$ cat src/rtl/pc_gen_if.sv
// Fetch/redirect bus between the IF/EX stages and the program-counter unit.
// The pc_gen side uses the slave modport; the pipeline side uses master.
interface pc_gen_if #(
  parameter int unsigned XLEN  = 32,
  parameter int unsigned CNT_W = 16
);
  logic            fetch_ready;
  logic            branch_taken;
  logic [XLEN-1:0] branch_pc;
  logic [XLEN-1:0] branch_imm;
  logic            jump_valid;
  logic [XLEN-1:0] jump_target;
  logic            trap_valid;
  logic            call_i;
  logic            ret_i;
  logic [XLEN-1:0] pc_out;
  logic            pc_valid;
  logic            misalign_err;
  logic [CNT_W-1:0] redirect_count;
  logic            ras_empty;

  modport master (
    output fetch_ready, branch_taken, branch_pc, branch_imm, jump_valid,
           jump_target, trap_valid, call_i, ret_i,
    input  pc_out, pc_valid, misalign_err, redirect_count, ras_empty
  );

  modport slave (
    input  fetch_ready, branch_taken, branch_pc, branch_imm, jump_valid,
           jump_target, trap_valid, call_i, ret_i,
    output pc_out, pc_valid, misalign_err, redirect_count, ras_empty
  );
endinterface

$ cat src/rtl/pc_gen.sv
// Program-counter unit: boot hold, prioritised redirects (trap > branch > jump),
// alignment clearing, saturating redirect count. Optional return stack: PC_RAS_EN.
module pc_gen #(
  parameter int unsigned     XLEN         = 32,
  parameter logic [XLEN-1:0] RESET_VECTOR = 32'h0000_0000,
  parameter logic [XLEN-1:0] TRAP_VECTOR  = 32'h0000_0100,
  parameter int unsigned     INSTR_BYTES  = 4,
  parameter int unsigned     BOOT_CYCLES  = 2,
  parameter int unsigned     CNT_W        = 16,
  parameter int unsigned     RAS_DEPTH    = 4
) (
  input logic     clk,
  input logic     reset,
  pc_gen_if.slave bus
);

  localparam int unsigned     BOOT_W     = $clog2(BOOT_CYCLES + 1);
  localparam logic [XLEN-1:0] ALIGN_MASK = XLEN'(INSTR_BYTES - 1);
  localparam logic [XLEN-1:0] STEP       = XLEN'(INSTR_BYTES);
  localparam logic [CNT_W-1:0] CNT_MAX   = '1;

  typedef enum logic {S_BOOT, S_RUN} state_t;

  state_t           state_q, state_n;
  logic [BOOT_W-1:0] boot_q, boot_n;
  logic [XLEN-1:0]  pc_q, pc_n;
  logic             valid_q, valid_n;
  logic             mis_q, mis_n;
  logic [CNT_W-1:0] cnt_q, cnt_n;
  logic [XLEN-1:0]  target;
  logic [XLEN-1:0]  jump_dest;
  logic             redirect;
  logic             jump_sel;

  // Next-state and next-PC selection
  always_comb begin
    state_n  = state_q;
    boot_n   = boot_q;
    pc_n     = pc_q;
    valid_n  = valid_q;
    mis_n    = 1'b0;
    cnt_n    = cnt_q;
    target   = pc_q;
    redirect = 1'b0;
    jump_sel = 1'b0;
    case (state_q)
      S_BOOT: begin
        valid_n = 1'b0;
        if (boot_q <= BOOT_W'(1)) begin
          state_n = S_RUN;
          valid_n = 1'b1;
        end else begin
          boot_n = boot_q - BOOT_W'(1);
        end
      end
      S_RUN: begin
        valid_n = 1'b1;
        if (bus.trap_valid) begin
          target   = TRAP_VECTOR;
          redirect = 1'b1;
        end else if (bus.branch_taken) begin
          target   = bus.branch_pc + bus.branch_imm;
          redirect = 1'b1;
        end else if (bus.jump_valid) begin
          target   = jump_dest;
          redirect = 1'b1;
          jump_sel = 1'b1;
        end else if (bus.fetch_ready) begin
          pc_n = pc_q + STEP;
        end
        if (redirect) begin
          pc_n  = target & ~ALIGN_MASK;
          mis_n = |(target & ALIGN_MASK);
          if (cnt_q != CNT_MAX) cnt_n = cnt_q + CNT_W'(1);
        end
      end
    endcase
  end

  always_ff @(posedge clk) begin
    if (!reset) begin
      state_q <= S_BOOT;
      boot_q  <= BOOT_W'(BOOT_CYCLES);
      pc_q    <= RESET_VECTOR;
      valid_q <= 1'b0;
      mis_q   <= 1'b0;
      cnt_q   <= '0;
    end else begin
      state_q <= state_n;
      boot_q  <= boot_n;
      pc_q    <= pc_n;
      valid_q <= valid_n;
      mis_q   <= mis_n;
      cnt_q   <= cnt_n;
    end
  end

  assign bus.pc_out         = pc_q;
  assign bus.pc_valid       = valid_q;
  assign bus.misalign_err   = mis_q;
  assign bus.redirect_count = cnt_q;

`ifdef PC_RAS_EN
  localparam int unsigned PTR_W = (RAS_DEPTH > 1) ? $clog2(RAS_DEPTH) : 1;
  localparam int unsigned DEP_W = $clog2(RAS_DEPTH + 1);

  logic [XLEN-1:0]  ras_mem [RAS_DEPTH];
  logic [PTR_W-1:0] top_q, top_n, push_ptr;
  logic [DEP_W-1:0] depth_q, depth_n;
  logic             empty_q;
  logic             push, pop;

  // Call wins over return; a higher-priority redirect clears jump_sel
  assign push      = jump_sel & bus.call_i;
  assign pop       = jump_sel & bus.ret_i & ~bus.call_i & (depth_q != '0);
  assign push_ptr  = (top_q == PTR_W'(RAS_DEPTH - 1)) ? '0 : top_q + PTR_W'(1);
  assign jump_dest = (bus.ret_i && !bus.call_i && depth_q != '0) ? ras_mem[top_q]
                                                                 : bus.jump_target;

  always_comb begin
    top_n   = top_q;
    depth_n = depth_q;
    if (push) begin
      top_n = push_ptr;
      if (depth_q != DEP_W'(RAS_DEPTH)) depth_n = depth_q + DEP_W'(1);
    end else if (pop) begin
      top_n   = (top_q == '0) ? PTR_W'(RAS_DEPTH - 1) : top_q - PTR_W'(1);
      depth_n = depth_q - DEP_W'(1);
    end
  end

  always_ff @(posedge clk) begin
    if (!reset) begin
      top_q   <= '0;
      depth_q <= '0;
      empty_q <= 1'b1;
    end else begin
      top_q   <= top_n;
      depth_q <= depth_n;
      empty_q <= (depth_n == '0);
    end
  end

  // Full stack: the write wraps onto the oldest slot
  always_ff @(posedge clk) begin
    if (reset && push) ras_mem[push_ptr] <= pc_q + STEP;
  end

  assign bus.ras_empty = empty_q;
`else
  wire unused_ras = bus.call_i ^ bus.ret_i;
  assign jump_dest     = bus.jump_target;
  assign bus.ras_empty = 1'b1;
`endif

endmodule

$ cat src/flat_wrapper.sv
// flat-port wrapper written by rule: the top's interface ports become plain ports
module pc_gen_flat 
#(
  parameter int unsigned     XLEN         = 32,
  parameter logic [XLEN-1:0] RESET_VECTOR = 32'h0000_0000,
  parameter logic [XLEN-1:0] TRAP_VECTOR  = 32'h0000_0100,
  parameter int unsigned     INSTR_BYTES  = 4,
  parameter int unsigned     BOOT_CYCLES  = 2,
  parameter int unsigned     CNT_W        = 16,
  parameter int unsigned     RAS_DEPTH    = 4
)
  (clk, reset, bus_fetch_ready, bus_branch_taken, bus_branch_pc, bus_branch_imm, bus_jump_valid, bus_jump_target, bus_trap_valid, bus_call_i, bus_ret_i, bus_pc_out, bus_pc_valid, bus_misalign_err, bus_redirect_count, bus_ras_empty);
  pc_gen_if #(.XLEN(XLEN), .CNT_W(CNT_W)) bus_i ();
  input logic clk;
  input logic reset;
  input wire logic [$bits(bus_i.fetch_ready)-1:0] bus_fetch_ready;
  input wire logic [$bits(bus_i.branch_taken)-1:0] bus_branch_taken;
  input wire logic [$bits(bus_i.branch_pc)-1:0] bus_branch_pc;
  input wire logic [$bits(bus_i.branch_imm)-1:0] bus_branch_imm;
  input wire logic [$bits(bus_i.jump_valid)-1:0] bus_jump_valid;
  input wire logic [$bits(bus_i.jump_target)-1:0] bus_jump_target;
  input wire logic [$bits(bus_i.trap_valid)-1:0] bus_trap_valid;
  input wire logic [$bits(bus_i.call_i)-1:0] bus_call_i;
  input wire logic [$bits(bus_i.ret_i)-1:0] bus_ret_i;
  output wire logic [$bits(bus_i.pc_out)-1:0] bus_pc_out;
  output wire logic [$bits(bus_i.pc_valid)-1:0] bus_pc_valid;
  output wire logic [$bits(bus_i.misalign_err)-1:0] bus_misalign_err;
  output wire logic [$bits(bus_i.redirect_count)-1:0] bus_redirect_count;
  output wire logic [$bits(bus_i.ras_empty)-1:0] bus_ras_empty;
  assign bus_i.fetch_ready = bus_fetch_ready;
  assign bus_i.branch_taken = bus_branch_taken;
  assign bus_i.branch_pc = bus_branch_pc;
  assign bus_i.branch_imm = bus_branch_imm;
  assign bus_i.jump_valid = bus_jump_valid;
  assign bus_i.jump_target = bus_jump_target;
  assign bus_i.trap_valid = bus_trap_valid;
  assign bus_i.call_i = bus_call_i;
  assign bus_i.ret_i = bus_ret_i;
  assign bus_pc_out = bus_i.pc_out;
  assign bus_pc_valid = bus_i.pc_valid;
  assign bus_misalign_err = bus_i.misalign_err;
  assign bus_redirect_count = bus_i.redirect_count;
  assign bus_ras_empty = bus_i.ras_empty;
  pc_gen #(.XLEN(XLEN), .RESET_VECTOR(RESET_VECTOR), .TRAP_VECTOR(TRAP_VECTOR), .INSTR_BYTES(INSTR_BYTES), .BOOT_CYCLES(BOOT_CYCLES), .CNT_W(CNT_W), .RAS_DEPTH(RAS_DEPTH)) u_core (.clk(clk), .reset(reset), .bus(bus_i));
endmodule
$ cat config.mk
export PLATFORM = sky130hd
export DESIGN_NAME = pc_gen_flat
export DESIGN_NICKNAME = d
export VERILOG_FILES = /design/src/rtl/pc_gen_if.sv /design/src/rtl/pc_gen.sv /design/src/flat_wrapper.sv
export SDC_FILE = /design/constraint.sdc
export NUM_CORES = 1
export LEC_CHECK = 0
export ABC_AREA = 1
export ABC_CLOCK_PERIOD_IN_PS = 2400
export CAP_MARGIN = 20
export CORE_UTILIZATION = 26
export DETAILED_ROUTE_END_ITERATION = 10
export SETUP_SLACK_MARGIN = 0.02
export SLEW_MARGIN = 5
export SYNTH_ARGS = -nofsm -noshare
export SYNTH_HDL_FRONTEND = slang
export SYNTH_SLANG_ARGS = --single-unit
$ cat constraint.sdc
create_clock -name clk -period 2.4 [get_ports clk]
set_input_delay 0.36 -clock clk [delete_from_list [all_inputs] [get_ports clk]]
set_output_delay 0.36 -clock clk [all_outputs]
set_load 0.05 [all_outputs]
# Word level (Yosys, flattened, before mapping)
# Cells that the tools add are included.
dict set report totals {
  elab_cells 42
  out_inout_bits 51
  register_bits 53
  input_bits 104
}
dict set report classes {
  n_lt_le_gt_ge 1
  n_eq_ne 5
  add_sub_neg 4
  bitwise 2
  n_mux 16
  reduce_logical 7
}
# op n
set ops {}
lappend ops {{32-bit 2-to-1 mux} 9}
lappend ops {{32-bit by 3-bit adder with 32-bit output (second input constant)} 1}
lappend ops {{32-bit adder} 1}
lappend ops {{16-bit by 1-bit adder with 16-bit output (second input constant)} 1}
lappend ops {{16-bit != test (second input constant)} 1}
lappend ops {{1-bit 2-to-1 mux} 6}
lappend ops {{2-bit by 1-bit != test with 1-bit output (second input constant)} 3}
lappend ops {{3-bit AND reduction} 2}
lappend ops {{6-bit AND reduction} 1}
lappend ops {{5-bit != test (second input constant)} 1}
lappend ops {{5-bit AND reduction} 1}
lappend ops {{2-bit by 1-bit less-or-equal comparator with 1-bit output (second input constant)} 1}
lappend ops {{1-bit NOT} 2}
lappend ops {{1-bit case mux with 2 select lines} 1}
lappend ops {{2-bit AND reduction} 1}
lappend ops {{2-bit nonzero test} 1}
lappend ops {{2-bit OR reduction} 1}
lappend ops {{2-bit by 1-bit subtractor with 2-bit output (second input constant)} 1}

# Logic depth before layout (Yosys ltp)
# Gate-level depths: netlist of the first run.
dict set report depth {
  depth_word 6
  depth_mapped 15
  ltp_nobuf 15
}

# Worst setup path after synthesis of the first run
# No wires, ideal clock.
dict set report synth_timing {
  path_kind {register -> register}
  from {register u_core.cnt_q[0], in the netlist u_core.bus.redirect_count[0]}
  to {register u_core.cnt_q[1], in the netlist u_core.bus.redirect_count[1]}
  arrival_time_ns 1.973
  stages_incl_launch_ff 10
  period_less_slack_ns 2.088
  path_slack_ns 0.312
  setup_ns 0.116
  path_buffers 1
  required_ns 2.284
  cell_sequence {dfxtp_1 ha_1 inv_1 nor4_2 nand4_1 nand2_2 inv_1 buf_2 nor2_1 nor2_1}
}
dict set report synth_between {
  elab_chain_len 2
}
# item line
set synth_rtl {}
lappend synth_rtl {{start: declaration} pc_gen.sv:29} ;# logic [CNT_W-1:0] cnt_q, cnt_n;
lappend synth_rtl {{start signal: assignment} pc_gen.sv:94} ;# cnt_q <= cnt_n;
lappend synth_rtl {{branches (longest 2 deep; another with 16-bit by 1-bit adder with 16-bit output)} --}
# Several ways; the timed one is not identified.
# A chain may end at the register's enable or synchronous reset.

# Worst setup path after layout of the first run
dict set report layout_timing {
  from {input port bus_branch_imm[0]}
  to {register u_core.pc_q[28], in the netlist u_core.bus.pc_out[28]}
}
dict set report layout_between {
  elab_chain_len 5
}
# item line
set layout_rtl {}
lappend layout_rtl {{start: declaration} flat_wrapper.sv:19} ;# input wire logic [$bits(bus_i.branch_imm)-1:0] bus_branch_imm;
lappend layout_rtl {{32-bit adder} pc_gen.sv:62} ;# target = bus.branch_pc + bus.branch_imm;
lappend layout_rtl {{32-bit 2-to-1 mux} pc_gen.sv:61} ;# end else if (bus.branch_taken) begin
lappend layout_rtl {{32-bit 2-to-1 mux} pc_gen.sv:58} ;# if (bus.trap_valid) begin
lappend layout_rtl {{32-bit 2-to-1 mux} pc_gen.sv:46} ;# case (state_q)
lappend layout_rtl {{32-bit 2-to-1 mux} pc_gen.sv:71} ;# if (redirect) begin
lappend layout_rtl {{end signal: assignment} pc_gen.sv:91} ;# pc_q <= pc_n;
lappend layout_rtl {{end: declaration} pc_gen.sv:26} ;# logic [XLEN-1:0] pc_q, pc_n;
# No other way between the ends. The select of a mux whose other input is x is not followed.

==> flow_summary.json, run 1 <==
{
  "synthFlopType": "dfxtp_1",
  "die_area_um2": 23160,
  "post_drt_wl_per_cell_um": 13.47,
  "antenna_left": 0,
  "cp_max_fo": 3,
  "path_class": "primary input to flip-flop",
  "final_util_pct": 36.96,
  "row_count": 54,
  "grt_pass1_wl_um": 34000,
  "place_area_um2": 7928,
  "ys_ff_latch": 50,
  "place.port_buffers": 149,
  "period_minus_slack_ns": 2.183,
  "slew_violations": 0,
  "rsz0062_at_grt": "no",
  "cts-htree-levels": 2,
  "synth_edf_count": 0,
  "maxCapViolCount": 0,
  "numPlacedInstances": 1532,
  "crit_path_frequent_cell": "nand3_1",
  "r2r_setup_slack_ns": 0.36,
  "max-slew-margin-rel_pct": 60.74,
  "numCtsBuffers": 5,
  "gp_congestion": 0.8731,
  "p_total_mw": 4.712,
  "critical_path.cell_chain": "clkdlybuf4s50_1 -> ha_2 -> inv_1 -> fa_1 -> inv_1 -> nand3_1 -> nand3_1 -> nand3_1 -> nand3_1 -> nand2_1 -> nand2_1 -> nand2_1 -> nand3_1 -> nand2_1 -> a21oi_1",
  "yosysWarningCount": 0,
  "syn-mean-instance-area_um2": 5.391,
  "min_to": "u_core.boot_q[1]",
  "antenna_found_initial": 0,
  "start_util_pct": 26.71,
  "syn-cell-area_um2": 5866,
  "worst_ep_required_time_ns": 2.63,
  "timing.critical_path.buf_inv": 3,
  "synth_cells": 1088,
  "instances_no_fill": 1542,
  "met2_usage_pct": 30.88,
  "finalSetupViolCount": 0,
  "ys_seq_area_share_pct": 17.06,
  "crit_arrival_ns": 2.42,
  "core_um2": 21960,
  "die_y_um": 152.2,
  "hpwl_um": 17030,
  "grt_pass1_vias": 6825,
  "die_w_um": 152.2,
  "p_leak_nw": 3.824,
  "use_met3_pct": 2.873,
  "drt_pass1_iterations": 8,
  "path_clk_slew_ns": 0.07,
  "synthDistinctLibCells": 37,
  "vias": 7125,
  "critPathTopFamily": "simple AND/OR/NAND/NOR gates",
  "cp-start-kind": "primary input",
  "status": "finished, violations left",
  "overflow": 0,
  "hold_start": "u_core.boot_q[1]",
  "drt-total-wl_um": 20780,
  "worst_setup_path_end_kind": "flip-flop",
  "routed_via_density": 4.621,
  "cts_buffer_depth": 2,
  "tightest_slew_ns": 0.5880,
  "hold_violations": 0,
  "max_stage_delay_ns": 0.47,
  "drive_above_1_share_pct": 5.155,
  "peakVddDrop_uv": 402.6,
  "max_clock_freq_mhz": 458.0,
  "final_nets": 1399,
  "holdWs_ns": 0.4689,
  "mostFrequentLayoutCells": "nand2_1 (371), inv_1 (170), clkdlybuf4s50_1 (149)",
  "drc": 19,
  "area_growth_pct": 38.37,
  "grt_max_degree": 37,
  "rr_worst_depth": 9,
  "final_cell_area_um2": 8117,
  "pwr_density_cell_nw_per_um2": 580.6,
  "grt-busiest-layer": "met2",
  "final_common_cell": "nand2_1",
  "use_met1_pct": 23.71,
  "clockRootBuffer": "clkbuf_16",
  "finClkSkew_ns": 0.006331,
  "cts_tree": "yes",
  "hold_class": "flip-flop to flip-flop",
  "slowest_stage": "clkdlybuf4s50_1",
  "hold_path_depth": 2,
  "fin_crit_sh_pct": 90.97,
  "r2r_end": "u_core.bus.redirect_count[3]",
  "timing.rr.start": "u_core.bus.redirect_count[0]",
  "ioPinCount": 155,
  "async_reset_ff_share_pct": 0,
  "grt_use_total_pct": 18.05,
  "insertion_delay_ns": 0.30,
  "crit_start": "bus_branch_imm[0]",
  "violations": "DRC",
  "drt_iter0_drc": 481,
  "clock_sinks": 50
}
## sequential cells by signal (all words and copies together) (netlist names)
| register | flops |
|---|---|
| u_core.boot_q | 2 |
| u_core.bus.pc_out | 30 |
| u_core.bus.misalign_err | 1 |
| u_core.bus.pc_valid | 1 |
| u_core.bus.redirect_count | 16 |
## cell type report
type                            count  area, um^2
Antenna cell                        1       2.502
Clock buffer                        6       128.9
Clock inverter                      2       37.54
Fill cell                        2417       13840
Inverter                          173       649.4
Multi-Input combinational cell    834        4090
Sequential cell                    50        1001
Tap cell                          280       350.3
Timing Repair Buffer              196        1857
## cell families (layout without fill, tap and decap cells)
group | after synthesis | count (layout) | synth area share [%]
and+or+nand+nor | 568 | 568 | 39.36
buffers and inverters | 205 | 377 | 13.48
xor gates and xnor gates | 35 | 35 | 5.226
AOI/OAI and AO/OA | 193 | 193 | 17.15
DFF | 50 | 50 | 17.06
adders and majority gates | 35 | 35 | 7.594
other | 2 | 4 | 0.1280
## repair_timing
item                                    CTS  global route
buffers inserted                          0             1
hold buffers                              0             0
endpoints found under the setup margin    0             4
resized for setup                         0             4
## through the flow
| step | setup TNS [ns] | worst slack (ns) |
|---|---|---|
| 3_3_place_gp | -0.6627 | -0.08991 |
| 4_1_cts | 0 | 0.1958 |
| 6_report | 0 | 0.2167 |
| 2_1_floorplan | 0 | 0.3117 |
| 3_5_place_dp | -0.8218 | -0.1027 |
| 5_1_grt | 0 | 0.009546 |
## tightest hold or removal path, delay by kind of cell (launching register included)
family          cells  cell delay, ns
simple gates        1            0.05
flops               1            0.31
compound gates      1            0.07
## report_power, final
group / switching [mW] / internal [mW] / total (mW)
clock network: 0.356 / 0.494 / 0.850
logic: 1.61 / 0.956 / 2.57
registers: 0.284 / 1.01 / 1.30
total: 2.25 / 2.46 / 4.71
## cells in the mapped netlist (2+ instances only)
library cell / instances / area (um^2)
buf_2: 8 / 40.04
inv_2: 2 / 7.510
or2_2: 2 / 12.51
conb_1: 2 / 7.510
and2_1: 3 / 18.77
nor3_1: 20 / 100.1
xor2_1: 26 / 227.7
a21oi_1: 120 / 600.6
nand4_1: 7 / 43.79
nor2_1: 95 / 356.6
o21ai_0: 43 / 215.2
nand2_1: 372 / 1396
nor4_1: 2 / 12.51
nand3_1: 58 / 290.3
ha_1: 34 / 425.4
and3_1: 2 / 12.51
inv_1: 170 / 638.1
a31oi_1: 4 / 25.02
buf_4: 3 / 22.52
xnor2_1: 9 / 78.83
nand3b_1: 4 / 30.03
dfxtp_1: 50 / 1001
clkbuf_1: 21 / 78.83
o21bai_1: 3 / 22.52
o21ai_1: 16 / 80.08
## how the worst max path moves through the flow
| stage | to | slack, ns | cells past startpoint |
|---|---|---|---|
| final | u_core.bus.pc_out[28] | 0.22 | 15 |
| after global placement | u_core.bus.pc_out[28] | -0.09 | 14 |
| after CTS | u_core.bus.pc_out[30] | 0.20 | 16 |
| after detailed placement | u_core.bus.pc_out[18] | -0.10 | 13 |
| after global routing | u_core.bus.pc_out[17] | 0.01 | 15 |
| after floorplan | u_core.bus.redirect_count[1] | 0.31 | 9 |
## routing by layer
| layer | part of all wire, % | routed length, um |
|---|---|---|
| met1 | 47 | 9817 |
| met2 | 45 | 9452 |
| met3 | 5.6 | 1172 |
| met4 | 1.6 | 333 |
| met5 | 0 | 0 |
Note: power is estimated with default switching activity, not from simulation.
==> run 2: changes to the inputs <==
CORE_ASPECT_RATIO = 1.25   (was default)
==> run 2 against run 1 <==
  * Register-to-register slack better by 0.17 ns
  * Worst hold slack better by 0.0021 ns
  * The run now ends clean
  * Combinational power hardly changed
  * Sequential cell count did not move
  * Non-clock buffer count up 4
  * Cell area unchanged
  * Critical path type unchanged
  * Core utilization fell by 0.42 points
  * Die area about the same
==> flow_summary.json, run 2 (same netlist as run 1, synthesis figures left out) <==
{
  "r2r_setup_slack_ns": 0.53,
  "vias": 7059,
  "cts_tree": "yes",
  "hold_path_depth": 2,
  "hold_class": "flip-flop to flip-flop",
  "path_class": "primary input to flip-flop",
  "cts_setup_buffers": 0,
  "r2r_end": "u_core.bus.redirect_count[3]",
  "drc": 0,
  "finClkSkew_ns": 0.007721,
  "antenna_left": 0,
  "final_common_cell": "nand2_1",
  "die_y_um": 169.9,
  "die_area_um2": 23170,
  "tightest_slew_ns": 0.5800,
  "fillCellCount": 2502,
  "min_to": "u_core.boot_q[1]",
  "final_nets": 1403,
  "period_minus_slack_ns": 2.183,
  "overflow": 0,
  "gp_congestion": 0.8804,
  "diodes": 0,
  "insertion_delay_ns": 0.30,
  "maxCapViolCount": 0,
  "grt_use_total_pct": 17.78,
  "cts-htree-levels": 2,
  "post_drt_wl_per_cell_um": 13.11,
  "row_count": 61,
  "clockRootBuffer": "clkbuf_16",
  "drive_above_1_share_pct": 5.375,
  "ioPinCount": 155,
  "grt_pass1_wl_um": 32640,
  "max_clock_freq_mhz": 458.2,
  "largest_reg_flops": 30,
  "worst_setup_path_end_kind": "flip-flop",
  "hpwl_um": 17050,
  "rr_worst_depth": 9,
  "timing.rr.start": "u_core.bus.redirect_count[0]",
  "setup_ws_ns": 0.2175,
  "pwr_density_cell_nw_per_um2": 568.0,
  "drt_iter0_drc": 389,
  "drt_pass1_iterations": 6,
  "path_clk_slew_ns": 0.07,
  "place_ws_ns": -0.1748,
  "grt_pass1_vias": 6630,
  "place.port_buffers": 149,
  "setup-tns-final_ns": 0,
  "numCtsBuffers": 5,
  "cts_buffer_depth": 2,
  "peakVddDrop_uv": 308.8,
  "grt_max_degree": 37,
  "hold_violations": 0,
  "core_um2": 22210,
  "p_leak_nw": 3.841,
  "rsz0062_at_grt": "no",
  "cp_max_fo": 4,
  "crit_arrival_ns": 2.37,
  "clock_sinks": 50,
  "mostFrequentLayoutCells": "nand2_1 (372), inv_1 (170), clkdlybuf4s50_1 (149)",
  "antenna_found_initial": 0,
  "p_total_mw": 4.610,
  "slew_violations": 0,
  "routed_via_density": 4.560,
  "holdWs_ns": 0.4709,
  "die_w_um": 136.3,
  "max-slew-margin-rel_pct": 61.27,
  "worst_ep_required_time_ns": 2.59,
  "fin_crit_sh_pct": 90.94,
  "hold_start": "u_core.boot_q[1]",
  "cp-start-kind": "primary input",
  "finalSetupViolCount": 0,
  "start_util_pct": 26.41,
  "area_growth_pct": 38.37,
  "status": "complete, no violations",
  "drt-total-wl_um": 20300
}
[run 2: changes by cell type in the layout (fill, tap and decap cells not counted), sizes merged]
cell / change
buf: +4
diode: -1
inv: +1
bufinv: -1
[run 2: how the worst max path moves through the flow]
stage	depth (start not counted)	start	end
after floorplan	9	u_core.bus.redirect_count[0]	u_core.bus.redirect_count[1]
after global placement	15	bus_branch_imm[0]	u_core.bus.pc_out[20]
after detailed placement	12	bus_branch_imm[0]	u_core.bus.pc_out[14]
after CTS	12	bus_branch_imm[0]	u_core.bus.pc_out[14]
after global routing	14	bus_branch_imm[0]	u_core.bus.pc_out[26]
final	13	bus_branch_imm[0]	u_core.bus.pc_out[18]
[run 2: per-stage QoR]
step | area [um^2] | util (%) | cells
final | 8117 | 36.54 | 1548
after global routing | 8117 | 36.54 | 1548
after CTS | 8112 | 36.52 | 1548
after detailed placement | 7956 | 35.82 | 1540
after global placement | 7956 | 35.82 | 1540
after floorplan | 5869 | - | 1089
[run 2: layer usage]
| layer | vias up | wire length [um] | global-route usage (%) |
|---|---|---|---|
| li1 | 3765 | - | - |
| met1 | 3115 | 9002 | 22.18 |
| met2 | 150 | 9992 | 31.47 |
| met3 | 29 | 770 | 1.638 |
| met4 | 0 | 531 | 6.039 |
| met5 | - | 0 | 0 |
[run 2: critical path: stages]
cell and delay (ns):
clkdlybuf4s50_1 0.46, ha_1 0.19, inv_1 0.06, fa_1 0.35, inv_1 0.12, buf_4 0.12
nand3_1 0.06, nand3b_1 0.18, nand2_1 0.09, nand3_1 0.08, nand2_1 0.04, o21ai_0 0.16
a21oi_1 0.08
[run 2: what timing repair did]
item,CTS,global route
endpoints found under the setup margin,0,2
gates resized for setup,0,2
hold buffers,0,0
[run 2: power by group]
group          switching, mW  total, mW  leakage, nW  internal, mW
Combinational           1.60       2.56         3.36         0.961
Clock                  0.345      0.765       0.0735         0.420
Sequential             0.268       1.28        0.409          1.01
Total                   2.22       4.61         3.84          2.39
[run 2: area by class of cell]
| type | count | area (um^2) | area share (%) |
|---|---|---|---|
| timing repair buffer | 200 | 1874 | 23.09 |
| tap | 283 | 354.1 | 4.363 |
| clock buffer | 6 | 138.9 | 1.711 |
| sequential | 50 | 1001 | 12.33 |
| multi-input combinational | 834 | 4083 | 50.30 |
| clock inverter | 2 | 16.27 | 0.2004 |
| inverter | 173 | 649.4 | 8.001 |
